### src/rtl/panel_arr_scanner_pkg.sv
// panel_arr_scanner_pkg: scan FSM encoding, field widths and word-to-field bit positions
package panel_arr_scanner_pkg;
    typedef enum logic [1:0] {ST_GAP, ST_LOAD, ST_SHIFT, ST_COMMIT} scan_state_t;
    localparam int NUM_LINES = 4;
    localparam int WORD_W = 16;
    localparam int REG_C_W = 31;
    localparam int STRT_W = 12;
    localparam int SEL_W = 12;
    // reg_c = {line1[14:0], line0}; strt = {line3[7:0], line2[15:12]}; sel = line2[11:0]
    localparam int REG_C_HI_W = REG_C_W - WORD_W;
    localparam int STRT_LO_W = WORD_W - SEL_W;
    localparam int STRT_HI_W = STRT_W - STRT_LO_W;
    localparam int LINE_REG_C_LO = 0;
    localparam int LINE_REG_C_HI = 1;
    localparam int LINE_SEL = 2;
    localparam int LINE_STRT_HI = 3;
    typedef struct packed {
        logic [REG_C_W-1:0] reg_c;
        logic [STRT_W-1:0] strt;
        logic [SEL_W-1:0] sel;
    } arr_snap_t;
endpackage

### src/rtl/hc165_shifter.sv
// hc165_shifter: pl_n/srclk timing for four 74HC165 chains and their 16-bit MSB-first shift registers
module hc165_shifter
    import panel_arr_scanner_pkg::*;
#(
    parameter int CLK_DIV = 4
) (
    input  logic                               clk,
    input  logic                               resetn,
    input  logic                               start,
    input  logic [NUM_LINES-1:0]               ser_in,
    output logic                               pl_n,
    output logic                               srclk,
    output logic                               load_done,
    output logic                               shift_done,
    output logic [NUM_LINES-1:0][WORD_W-1:0]   words
);
    localparam logic [7:0] DIV_LAST = 8'(CLK_DIV - 1);
    logic [7:0] div_cnt;
    logic [3:0] bit_cnt;
    logic shifting;
    logic div_end;
    assign div_end = div_cnt == DIV_LAST;
    assign load_done = !pl_n && div_end;
    assign shift_done = shifting && srclk && div_end && bit_cnt == 4'd15;
    // Data is sampled on the last low cycle, just before the rising srclk shifts the chain
    always_ff @(posedge clk or negedge resetn) begin
        if (!resetn) begin
            pl_n <= 1'b1;
            srclk <= 1'b0;
            div_cnt <= '0;
            bit_cnt <= '0;
            shifting <= 1'b0;
            words <= '0;
        end else if (start) begin
            pl_n <= 1'b0;
            div_cnt <= '0;
        end else if (!pl_n) begin
            div_cnt <= div_end ? 8'd0 : div_cnt + 8'd1;
            if (div_end) begin
                pl_n <= 1'b1;
                shifting <= 1'b1;
                bit_cnt <= '0;
            end
        end else if (shifting) begin
            div_cnt <= div_end ? 8'd0 : div_cnt + 8'd1;
            if (div_end) begin
                srclk <= !srclk;
                if (!srclk)
                    for (int i = 0; i < NUM_LINES; i++)
                        words[i] <= {words[i][WORD_W-2:0], ser_in[i]};
                else begin
                    shifting <= bit_cnt != 4'd15;
                    bit_cnt <= bit_cnt + 4'd1;
                end
            end
        end
    end
endmodule

### src/rtl/panel_arr_scanner.sv
// panel_arr_scanner: periodic 74HC165 panel scan with freezable committed outputs.
// Define PNL_SCAN_DEBOUNCE_EN to commit only when two consecutive raw snapshots match.
module panel_arr_scanner
    import panel_arr_scanner_pkg::*;
#(
    parameter int CLK_DIV = 4,
    parameter int SCAN_GAP = 1024
) (
    input  logic               clk,
    input  logic               resetn,
    input  logic               ser_in_0,
    input  logic               ser_in_1,
    input  logic               ser_in_2,
    input  logic               ser_in_3,
    output logic               pl_n,
    output logic               srclk,
    input  logic               freeze,
    output logic [REG_C_W-1:0] arr_reg_c_value,
    output logic [STRT_W-1:0]  arr_strt_value,
    output logic [SEL_W-1:0]   arr_sel_value,
    output logic               arr_valid,
    output logic               scan_done
);
    localparam logic [15:0] GAP_LAST = 16'(SCAN_GAP - 1);
    scan_state_t state, state_nx;
    logic [15:0] gap_cnt;
    logic start, load_done, shift_done, commit, accept;
    logic [NUM_LINES-1:0][WORD_W-1:0] words;
    arr_snap_t snap;
    logic unused_bits;

    hc165_shifter #(.CLK_DIV(CLK_DIV)) u_shifter (
        .clk        (clk),
        .resetn     (resetn),
        .start      (start),
        .ser_in     ({ser_in_3, ser_in_2, ser_in_1, ser_in_0}),
        .pl_n       (pl_n),
        .srclk      (srclk),
        .load_done  (load_done),
        .shift_done (shift_done),
        .words      (words)
    );

    always_comb begin
        state_nx = state;
        start = 1'b0;
        case (state)
            ST_GAP: if (gap_cnt == GAP_LAST) begin
                state_nx = ST_LOAD;
                start = 1'b1;
            end
            ST_LOAD: if (load_done) state_nx = ST_SHIFT;
            ST_SHIFT: if (shift_done) state_nx = ST_COMMIT;
            default: state_nx = ST_GAP;
        endcase
    end

    always_ff @(posedge clk or negedge resetn) begin
        if (!resetn) begin
            state <= ST_GAP;
            gap_cnt <= '0;
        end else begin
            state <= state_nx;
            gap_cnt <= (state == ST_GAP) ? gap_cnt + 16'd1 : '0;
        end
    end

    assign snap = {words[LINE_REG_C_HI][REG_C_HI_W-1:0], words[LINE_REG_C_LO],
                   words[LINE_STRT_HI][STRT_HI_W-1:0], words[LINE_SEL][WORD_W-1:SEL_W],
                   words[LINE_SEL][SEL_W-1:0]};
    assign unused_bits = ^{words[LINE_REG_C_HI][WORD_W-1:REG_C_HI_W],
                           words[LINE_STRT_HI][WORD_W-1:STRT_HI_W]};
    assign commit = state == ST_COMMIT;

`ifdef PNL_SCAN_DEBOUNCE_EN
    arr_snap_t prev_snap;
    logic prev_vld;
    assign accept = prev_vld && snap == prev_snap;
    always_ff @(posedge clk or negedge resetn) begin
        if (!resetn) begin
            prev_snap <= '0;
            prev_vld <= 1'b0;
        end else if (commit) begin
            prev_snap <= snap;
            prev_vld <= 1'b1;
        end
    end
`else
    assign accept = 1'b1;
`endif

    always_ff @(posedge clk or negedge resetn) begin
        if (!resetn) begin
            arr_reg_c_value <= '0;
            arr_strt_value <= '0;
            arr_sel_value <= '0;
            arr_valid <= 1'b0;
            scan_done <= 1'b0;
        end else begin
            scan_done <= commit && accept;
            if (commit && accept && !freeze) begin
                arr_reg_c_value <= snap.reg_c;
                arr_strt_value <= snap.strt;
                arr_sel_value <= snap.sel;
                arr_valid <= 1'b1;
            end
        end
    end
endmodule

### config.mk
export PLATFORM = sky130hd
export DESIGN_NAME = panel_arr_scanner
export DESIGN_NICKNAME = d
export VERILOG_FILES = /design/src/rtl/panel_arr_scanner_pkg.sv /design/src/rtl/hc165_shifter.sv /design/src/rtl/panel_arr_scanner.sv
export SDC_FILE = /design/constraint.sdc
export NUM_CORES = 1
export LEC_CHECK = 0
export CORE_ASPECT_RATIO = 1.1
export CORE_MARGIN = 10
export CORE_UTILIZATION = 61
export DETAILED_ROUTE_END_ITERATION = 6
export MAX_ROUTING_LAYER = met4
export PLACE_DENSITY = 0.95
export SETUP_SLACK_MARGIN = 0.05
export SLEW_MARGIN = 30
export SYNTH_ARGS = -nofsm -noshare
export SYNTH_HDL_FRONTEND = slang
export SYNTH_SLANG_ARGS = --single-unit
### constraint.sdc
create_clock -name clk -period 7.4 [get_ports clk]
set_clock_uncertainty 0.2 [all_clocks]
set_input_delay 1.85 -clock clk [delete_from_list [all_inputs] [get_ports clk]]
set_output_delay 1.85 -clock clk [all_outputs]
set_load 0.02 [all_outputs]
==> results of run 1 <==
[per-layer routing]
| metal | global-route usage | up-vias | routed length (um) |
|---|---|---|---|
| met4 | 0.06853 | 0 | 210 |
| met3 | 0.05882 | 19 | 754 |
| met1 | 0.2158 | 1853 | 5203 |
| met5 | - | - | 0 |
| li1 | - | 1616 | - |
| met2 | 0.3036 | 104 | 6433 |
[final timing paths]
path | slack (ns) | to | from | depth (start not counted)
worst max-delay path | 3.49 | pl_n | u_shifter.pl_n | 1
worst min-delay path | 0.28 | gap_cnt[0] | gap_cnt[0] | 1
worst max register to register | 4.42 | u_shifter.words[47] | state[0] | 7
worst min register to register | 0.28 | gap_cnt[0] | gap_cnt[0] | 1
max in group asynchronous | 4.58 | gap_cnt[9] | resetn | 2
min in group asynchronous | 1.16 | u_shifter.words[0] | resetn | 1
[power by group]
group          total, mW  leakage [nW]  switching (mW)  internal [mW]
logic             0.0283          1.38          0.0165         0.0117
clock network      0.901         0.298           0.326          0.574
registers          0.806          1.93         0.00574          0.800
[flip-flops by register name, indices dropped and copies added, names as in the netlist]
signal and count:
arr_reg_c_value 31, arr_sel_value 12, arr_strt_value 12, arr_valid 1
gap_cnt 16, scan_done 1, state 2, u_shifter.bit_cnt 4
u_shifter.div_cnt 8, u_shifter.pl_n 1, u_shifter.shifting 1, u_shifter.srclk 1
u_shifter.words 55
[layout make-up]
type,instances,area share
multi-input cells,247,0.3191
well taps,120,0.02004
inverters,5,0.002505
flip-flops and latches,145,0.4845
clock inverters,9,0.02054
clock buffers,23,0.06229
repair buffers,69,0.09102
[synthesized netlist by cell type (6+ instances only)]
cell type / count
xor2_1: 12
mux2_2: 61
mux2_4: 50
nand2_1: 16
nor2_1: 21
nand4_1: 7
a21oi_1: 7
nand3_1: 6
dfrtp_1: 144
nand2b_1: 7
ha_1: 7
and3_1: 7
clkbuf_1: 10
[kinds of logic (layout without fill, tap and decap cells)]
family                   count (synthesis)  in the layout  synth area share
flip-flops                             145            145            0.5912
multiplexers                           113            113            0.2374
AND/OR/NAND/NOR                         85             85           0.08132
AO/OA/AOI/OAI                           27             27           0.03464
buffers and inverters                   21            106           0.01977
XOR/XNOR                                15             15           0.02140
adder cells (fa/ha/maj)                  7              7           0.01426
[metrics by stage]
step | power, mW | hold WS [ns] | cells | setup slack (ns)
floorplan | 0.8275 | 0.2389 | 413 | 4.099
global placement | 0.8476 | 0.2600 | 586 | 3.660
detailed placement | 0.8490 | 0.2699 | 586 | 3.624
CTS | 1.744 | 0.2770 | 618 | 3.481
global route | 1.776 | 0.3196 | 618 | 3.455
finish | 1.735 | 0.2818 | 618 | 3.490
==> impl_results.md, run 1 <==
* Status: finished clean
* Yosys warnings at 0
* Post-synth top area share at 0.5869
* Vias per cell at 5.812
* ANT cells at 0
* Worst EP required at 5.35 ns
* CP Launch Type: flip-flop
* DP HPWL at 7.435 mm
* Worst Tran Pin Value at 0.7890 ns
* Die area at 14480 um2
* Die Ht at 125.2 um
* Register area at 3630 um2
* CP max stage delay at 0.68 ns
* Crit Path Category: flip-flop to primary output
* Drt first-iter violations at 178
* Reg clk slew, reported paths at 0.06 ns
* Most frequent cells in the layout: dfrtp_1, clkdlybuf4s50_1, mux2_2
* Fin util at 0.7613
* DR vias at 3592
* Leak at 3.606 nW
* Clock root cell: clkbuf_8
* Layout cells sized above 1 at 0.3153
* Fill count at 553
* Clock sink count at 145
* Critical path cell sequence: clkdlybuf4s50_1
* Final hold viol count at 0
* First-pass GRT wire length at 21.02 mm
* Port Buffers at 65
* Synth async-reset ratio at 1.000
* Rows at 38
* GP Congestion at 0.8563
* Post-route cell area at 7492 um2
* Post-route ant nets at 0
* Vias in the first global route at 4041
* Worst slew margin at 0.4740
* Synth top area cells: dfrtp_1, mux2_4, mux2_2
* Post-Syn Area at 6140 um2
* Congestion Overflow GR at 0
* Area grow syn2layout at 22.03%
* Hold buffers post-CTS at 0
* Max-slew violations at 0
* Post-CTS Setup Bufs at 0
* DRC viols at 0
* Peak VDD IR at 199.8 uV
* Die width at 115.7 um
* Cell taking the most area after synthesis: dfrtp_1
* Multi-input gate area at 2391 um2
* Dpl cell area at 6872 um2
* Core area at 9842 um2
* Net Count, Synth at 427
* Ports at 66
* Initial Utilization at 0.6238
* Maximum buffer depth of the clock tree at 2
* Most used DFF post-synth: dfrtp_1
* Largest net degree at the start of global routing at 81
* CTS tree: done
* WP data arrival at 1.86 ns
* Delay-heaviest family, CP: flip-flops
* Max-cap violations at 0
* Worst hold path class: flip-flop to flip-flop
* Commonest non-fill, non-tap cell in the layout: dfrtp_1
* Critical Path Fanout Max at 15
* Highest achievable clock rate at 255.8 MHz
* GRT Resource Usage Total at 0.1882
* Final wirelength at 12.60 mm
* Sequential share of the synthesized area at 0.5912
* Initial antenna violation count at 0
* Total power per unit cell area at 231.5 nW/um2
* Resized Gates After CTS at 0
* Synth Instances at 413
* CTS buffer count at 17
* Detailed Routing Iterations Pass 1 at 5
* H-tree depth reported by CTS at 4
* Final setup TNS at 0 ns
* Buf/Inv on CP at 1
* Final setup fails at 0
* Yosys cell types at 42
* Unrepaired setup endpoints after global routing: false
* Worst skew pair latency at 0.53 ns
* Slowest CP cell: dfstp_2
* Final Critical Period at 3.910 ns
* Nets@finish at 499
* WL per Instance at 20.39 um
* Post-synth EDFFs at 0
* Period utilization at 0.5283
* Syn Area/Cell at 14.87 um2
* Synth Register Bits at 145
* Critical path capture point type: primary output
(Power assumes the default switching activity.)
==> run 2, diff against run 1 <==
--- a/config.mk
+++ b/config.mk
@@ -7,10 +7,10 @@
 export LEC_CHECK = 0
 export CORE_ASPECT_RATIO = 1.1
 export CORE_MARGIN = 10
-export CORE_UTILIZATION = 61
+export CORE_UTILIZATION = 56
 export DETAILED_ROUTE_END_ITERATION = 6
 export MAX_ROUTING_LAYER = met4
-export PLACE_DENSITY = 0.95
+export PLACE_DENSITY = 0.9
 export SETUP_SLACK_MARGIN = 0.05
 export SLEW_MARGIN = 30
 export SYNTH_ARGS = -nofsm -noshare
==> constraint.sdc (replaced) <==
create_clock -name clk -period 3.7 [get_ports clk]
set_clock_uncertainty 0.2 [all_clocks]
set_input_delay 0.925 -clock clk [delete_from_list [all_inputs] [get_ports clk]]
set_output_delay 0.925 -clock clk [all_outputs]
set_load 0.02 [all_outputs]
==> run 2 against run 1 <==
- final cell count rose by 4.5%
- clock power rose by 100%
- core utilization fell by 6.2 points
- non-clock buffer count rose by 1
- global-route usage fell by 1.3 points
- combinational power rose by 110%
- first-iteration DRC count fell by 23%
- hold slack got worse by 0.017 ns
- sequential power rose by 100%
- via count fell by 1.3%
- sequential cell count did not move
- setup slack got worse by 2.8 ns
==> impl_results.md, run 2 (synthesis gave the netlist of run 1 again) <==
* Total power per unit cell area at 459.5 nW/um2 (+98%)
* Worst slew margin at 0.4958 (+0.02183)
* Worst skew pair latency at 0.42 ns (-0.11 ns)
* Fin util at 0.6992 (-0.06206)
* Final setup fails at 0 (unchanged)
* Period utilization at 0.8061
* Final hold viol count at 0 (unchanged)
* Die width at 119.8 um (+3.6%)
* Fill count at 728 (+32%)
* Slowest CP cell: a2111oi_4
* DRC viols at 0 (unchanged)
* Resized Gates After CTS at 0 (unchanged)
* Maximum buffer depth of the clock tree at 2 (unchanged)
* Unrepaired setup endpoints after global routing: false
* DR vias at 3547 (-1.3%)
* Largest net degree at the start of global routing at 86 (+6.2%)
* Vias per cell at 5.491 (-5.5%)
* Register area at 3630 um2 (unchanged)
* Critical path cell sequence: inv_1 -> ha_1 -> inv_1 -> nor4b_4 -> a2111oi_4 -> buf_12 -> mux2_2
* Rows at 40 (+5.3%)
* Die area at 15560 um2 (+7.4%)
* Congestion Overflow GR at 0 (unchanged)
* Initial antenna violation count at 0 (unchanged)
* Layout cells sized above 1 at 0.3186 (+0.003376)
* Critical Path Fanout Max at 55 (+40)
* Worst hold path class: flip-flop to flip-flop
* CP Launch Type: flip-flop
* DP HPWL at 7.680 mm (+3.3%)
* Final setup TNS at 0 ns (unchanged)
* Worst EP required at 3.80 ns (-1.55 ns)
* CTS tree: done
* Core area at 10810 um2 (+9.8%)
* Final Critical Period at 2.983 ns
* Clock sink count at 145 (unchanged)
* Ports at 66 (unchanged)
* Post-CTS Setup Bufs at 0 (unchanged)
* Final wirelength at 12.46 mm (-1.1%)
* H-tree depth reported by CTS at 4 (unchanged)
* Dpl cell area at 6938 um2 (+0.96%)
* Clock root cell: clkbuf_16
* Multi-input gate area at 2391 um2 (unchanged)
* CP max stage delay at 0.44 ns (-0.24 ns)
* Status: finished clean
* Area grow syn2layout at 23.11%
* Crit Path Category: flip-flop to flip-flop
* Tot Pwr at 3.473 mW (+100%)
* Vias in the first global route at 3978 (-1.6%)
* Critical path capture point type: flip-flop
* Drt first-iter violations at 137 (-23%)
* Most frequent cells in the layout: dfrtp_1, clkdlybuf4s50_1, mux2_2
* Max-cap violations at 0 (unchanged)
* Detailed Routing Iterations Pass 1 at 4 (-1)
* Post-route cell area at 7559 um2 (+0.89%)
* GP Congestion at 0.8254 (-3.6%)
* Nets@finish at 500 (+0.20%)
* CP most frequent cell: inv_1
* Reg clk slew, reported paths at 0.06 ns (about the same)
* Max-slew violations at 0 (unchanged)
* First-pass GRT wire length at 21.07 mm (+0.23%)
* Peak VDD IR at 379.2 uV (+90%)
* Commonest non-fill, non-tap cell in the layout: dfrtp_1
* WP data arrival at 3.09 ns (+1.23 ns)
* Port Buffers at 65 (unchanged)
* Number of flip-flops in the largest register at 55 (unchanged)
* CTS buffer count at 17 (unchanged)
* Initial Utilization at 0.5679 (-0.05588)
* WL per Instance at 19.29 um (-5.4%)
* Largest registers: u_shifter.words x55, arr_reg_c_value x31, gap_cnt x16
* Highest achievable clock rate at 335.3 MHz
* Die Ht at 129.8 um (+3.7%)
* Worst Tran Pin Value at 0.7562 ns (-0.03275 ns)
* Hold buffers post-CTS at 0 (unchanged)
* GRT Resource Usage Total at 0.1753 (-0.01287)
* Top reg by flops: u_shifter.words
* ANT cells at 0 (unchanged)
* Leak at 3.624 nW (+0.49%)
* Post-route ant nets at 0 (unchanged)
run 2: final timing paths:
kind / to / slack, ns / startpoint / cells past startpoint
worst max-delay path: u_shifter.words[47] / 0.72 / state[0] / 7
worst min-delay path: arr_valid / 0.26 / arr_valid / 1
worst max register to register: u_shifter.words[47] / 0.72 / state[0] / 7
worst min register to register: arr_valid / 0.26 / arr_valid / 1
max in group asynchronous: arr_valid / 2.12 / resetn / 2
min in group asynchronous: u_shifter.words[55] / 0.36 / resetn / 1
run 2: worst max-delay path: cells and delay by family (launching register included):
| kind | cells | cell delay, ns |
|---|---|---|
| DFF | 1 | 0.40 |
| AOI/OAI and AO/OA | 1 | 0.44 |
| buffers and inverters | 3 | 0.87 |
| and+or+nand+nor | 1 | 0.16 |
| muxes | 1 | 0.40 |
| adders and majority gates | 1 | 0.31 |
run 2: per-layer routing:
layer | up-vias | track usage | routed length [um]
met5 | - | - | 0
met4 | 0 | 0.05114 | 152
met3 | 11 | 0.05834 | 484
met2 | 91 | 0.2856 | 6543
met1 | 1830 | 0.2041 | 5283
li1 | 1615 | - | -
run 2: final cells by class:
class / count / share of cell area
clock buffer: 21 / 0.06092
clock inverter: 11 / 0.02119
inverter: 5 / 0.002483
multi-input combinational: 247 / 0.3163
sequential: 145 / 0.4802
tap: 147 / 0.02433
timing repair buffer: 70 / 0.09452
run 2: metrics by stage:
step | instances | hold WS [ns] | setup WS (ns)
after global routing | 646 | 0.2930 | 0.5600
after global placement | 614 | 0.2517 | 0.8671
final | 646 | 0.2645 | 0.7173
after CTS | 646 | 0.2721 | 0.7395
after detailed placement | 614 | 0.2590 | 0.7842
after floorplan | 413 | 0.2389 | 0.9982
run 2: power breakdown:
| group | internal [mW] | leakage [nW] | switching [mW] |
|---|---|---|---|
| Combinational | 0.0249 | 1.39 | 0.0347 |
| Sequential | 1.60 | 1.93 | 0.0125 |
| Clock | 1.16 | 0.303 | 0.643 |
==> run 3, diff against run 2 <==
==> constraint.sdc (replaced) <==
create_clock -name clk -period 3 [get_ports clk]
set_clock_uncertainty 0.2 [all_clocks]
set_input_delay 0.75 -clock clk [delete_from_list [all_inputs] [get_ports clk]]
set_output_delay 0.75 -clock clk [all_outputs]
set_load 0.02 [all_outputs]
==> run 3 against run 2 <==
- register-to-register slack worse by 0.45 ns
- hold slack worse by 0.17 ns
- combinational power grew 27%
- largest cell class unchanged
- final cell count did not move
- critical path depth decreased by 1
- first-iteration DRC count up 5.1%
- critical path type unchanged
- count of clock-buffer cells in the layout rose by 2
- setup slack got worse by 0.45 ns
- final area fell by 1.2%
- core utilization fell by 0.81 points
==> impl_results.md, run 3 (synthesis gave the netlist of run 1 again) <==
* Max-cap violations at 0 (unchanged)
* Unrepaired setup endpoints after global routing: false
* Number of flip-flops in the largest register at 55 (unchanged)
* RR Endpoint: u_shifter.words[30]
* Post-route ant nets at 0 (unchanged)
* Critical Path Stages at 6 (-1)
* Peak VDD IR at 435.7 uV (+15%)
* Critical Path Fanout Max at 21 (-62%)
* Hold buffers post-CTS at 0 (unchanged)
* Worst slew margin at 0.6004 (+0.1045)
* RR Startpoint: u_shifter.div_cnt[0]
* H-tree depth reported by CTS at 4 (unchanged)
* First-pass GRT wire length at 20.34 mm (-3.4%)
* Core area at 10810 um2 (unchanged)
* Final setup fails at 0 (unchanged)
* Period utilization at 0.9096 (+0.1035)
* Maximum buffer depth of the clock tree at 2 (unchanged)
* Worst hold slack at 0.09403 ns (-0.1705 ns)
* Rows at 40 (unchanged)
* Clock root cell: clkbuf_16
* Worst skew pair latency at 0.41 ns (about the same)
* Register area at 3630 um2 (unchanged)
* CP max stage delay at 0.44 ns (about the same)
* Reg2reg setup slack at 0.27 ns (-0.45 ns)
* Worst R2R Path Depth at 6 (-1)
* Initial Utilization at 0.5679 (unchanged)
* Detailed Routing Iterations Pass 1 at 4 (unchanged)
* Critical path capture point type: flip-flop
* Multi-input gate area at 2391 um2 (unchanged)
* GRT Resource Usage Total at 0.1677 (-0.007611)
* Delay-heaviest family, CP: simple AND/OR/NAND/NOR gates
* Clock sink count at 145 (unchanged)
* Total power per unit cell area at 519.7 nW/um2 (+13%)
* Worst setup startpoint: u_shifter.div_cnt[0]
* Top reg by flops: u_shifter.words
* Critical path cell sequence: ha_1 -> nor4b_4 -> nand2_4 -> a2111oi_4 -> buf_4 -> mux2_2
* Final wirelength at 11.87 mm (-4.8%)
* Nets@finish at 502 (+0.40%)
* CTS tree: done
* Most frequent cells in the layout: dfrtp_1, clkdlybuf4s50_1, mux2_2
* Commonest non-fill, non-tap cell in the layout: dfrtp_1
* Layout cells sized above 1 at 0.3146 (-0.004008)
* DP HPWL at 7.788 mm (+1.4%)
* Port Buffers at 65 (unchanged)
* Post-CTS Setup Bufs at 0 (unchanged)
* Area grow syn2layout at 21.68%
* Final setup TNS at 0 ns (unchanged)
* DRC viols at 0 (unchanged)
* Leak at 3.589 nW (-0.96%)
* Crit Path Category: flip-flop to flip-flop
* Status: finished clean
* Setup WS post-layout at 0.2712 ns (-0.4461 ns)
* DR vias at 3515 (-0.90%)
* Slowest CP cell: nor4b_4
* Final Critical Period at 2.729 ns (-0.2539 ns)
* CP Launch Type: flip-flop
* Initial antenna violation count at 0 (unchanged)
* Die area at 15560 um2 (unchanged)
* Die width at 119.8 um (unchanged)
* CTS buffer count at 17 (unchanged)
* Vias in the first global route at 3903 (-1.9%)
* WP data arrival at 2.82 ns (-0.27 ns)
* Place WS at 0.3080 ns (-0.4762 ns)
* Congestion Overflow GR at 0 (unchanged)
* Largest registers: u_shifter.words x55, arr_reg_c_value x31, gap_cnt x16
* Ports at 66 (unchanged)
* Resized Gates After CTS at 0 (unchanged)
* Highest achievable clock rate at 366.5 MHz (+9.3%)
* Worst hold path class: input pin to async pin
* Max-slew violations at 0 (unchanged)
* Worst Tran Pin Value at 0.5962 ns (-0.1600 ns)
* Drt first-iter violations at 144 (+5.1%)
* Fin util at 0.6911 (-0.008102)
* Worst Setup EP: u_shifter.words[30]
* GP Congestion at 0.7732 (-6.3%)
* Reg clk slew, reported paths at 0.06 ns (about the same)
* Final hold viol count at 0 (unchanged)
* Largest net degree at the start of global routing at 57 (-34%)
* WL per Instance at 18.37 um (-4.8%)
* Vias per cell at 5.441 (-0.90%)
* ANT cells at 0 (unchanged)
* Fill count at 746 (+2.5%)
* Worst EP required at 3.09 ns (-0.71 ns)
* Buf/Inv on CP at 1 (-2)
* Die Ht at 129.8 um (unchanged)
## run 3: metrics by stage
step | cell area [um2] | total power [mW] | std cells
after CTS | 7471 | 3.924 | 646
final | 7471 | 3.883 | 646
after floorplan | 6140 | 2.041 | 413
after global routing | 7471 | 4.029 | 646
after global placement | 6965 | 2.096 | 616
after detailed placement | 6965 | 2.101 | 616
## run 3: worst min-delay path by stage
stage | start | to | depth (start not counted)
floorplan | gap_cnt[0] | gap_cnt[0] | 1
global placement | arr_valid | arr_valid | 1
detailed placement | arr_valid | arr_valid | 1
CTS | resetn | arr_strt_value[10] | 1
global route | resetn | u_shifter.words[54] | 1
finish | resetn | u_shifter.words[54] | 1
## run 3: layout make-up
cell class              count  area share
repair buffers             72     0.09931
well taps                 147     0.02462
clock buffers              23     0.06264
inverters                   5    0.002512
clock inverters             7    0.005024
multi-input cells         247      0.3200
flip-flops and latches    145      0.4858
## run 3: where the power goes
group | internal, mW | switching (mW) | total, mW
registers | 1.97 | 0.0154 | 1.99
logic | 0.0326 | 0.0432 | 0.0758
clock network | 1.08 | 0.737 | 1.82
## run 3: metal layers
layer | vias up | track usage | wire [um]
met5 | - | - | 0
met4 | 0 | 0.05540 | 159
met3 | 13 | 0.05272 | 501
met2 | 76 | 0.2762 | 6106
met1 | 1808 | 0.1921 | 5102
li1 | 1618 | - | -
## run 3: worst reg2reg max path, cell delays in order, from the launching register on
cell	delay, ns
dfrtp_1	0.39
ha_1	0.23
nor4b_4	0.44
nand2_4	0.15
a2111oi_4	0.40
buf_4	0.43
mux2_2	0.39
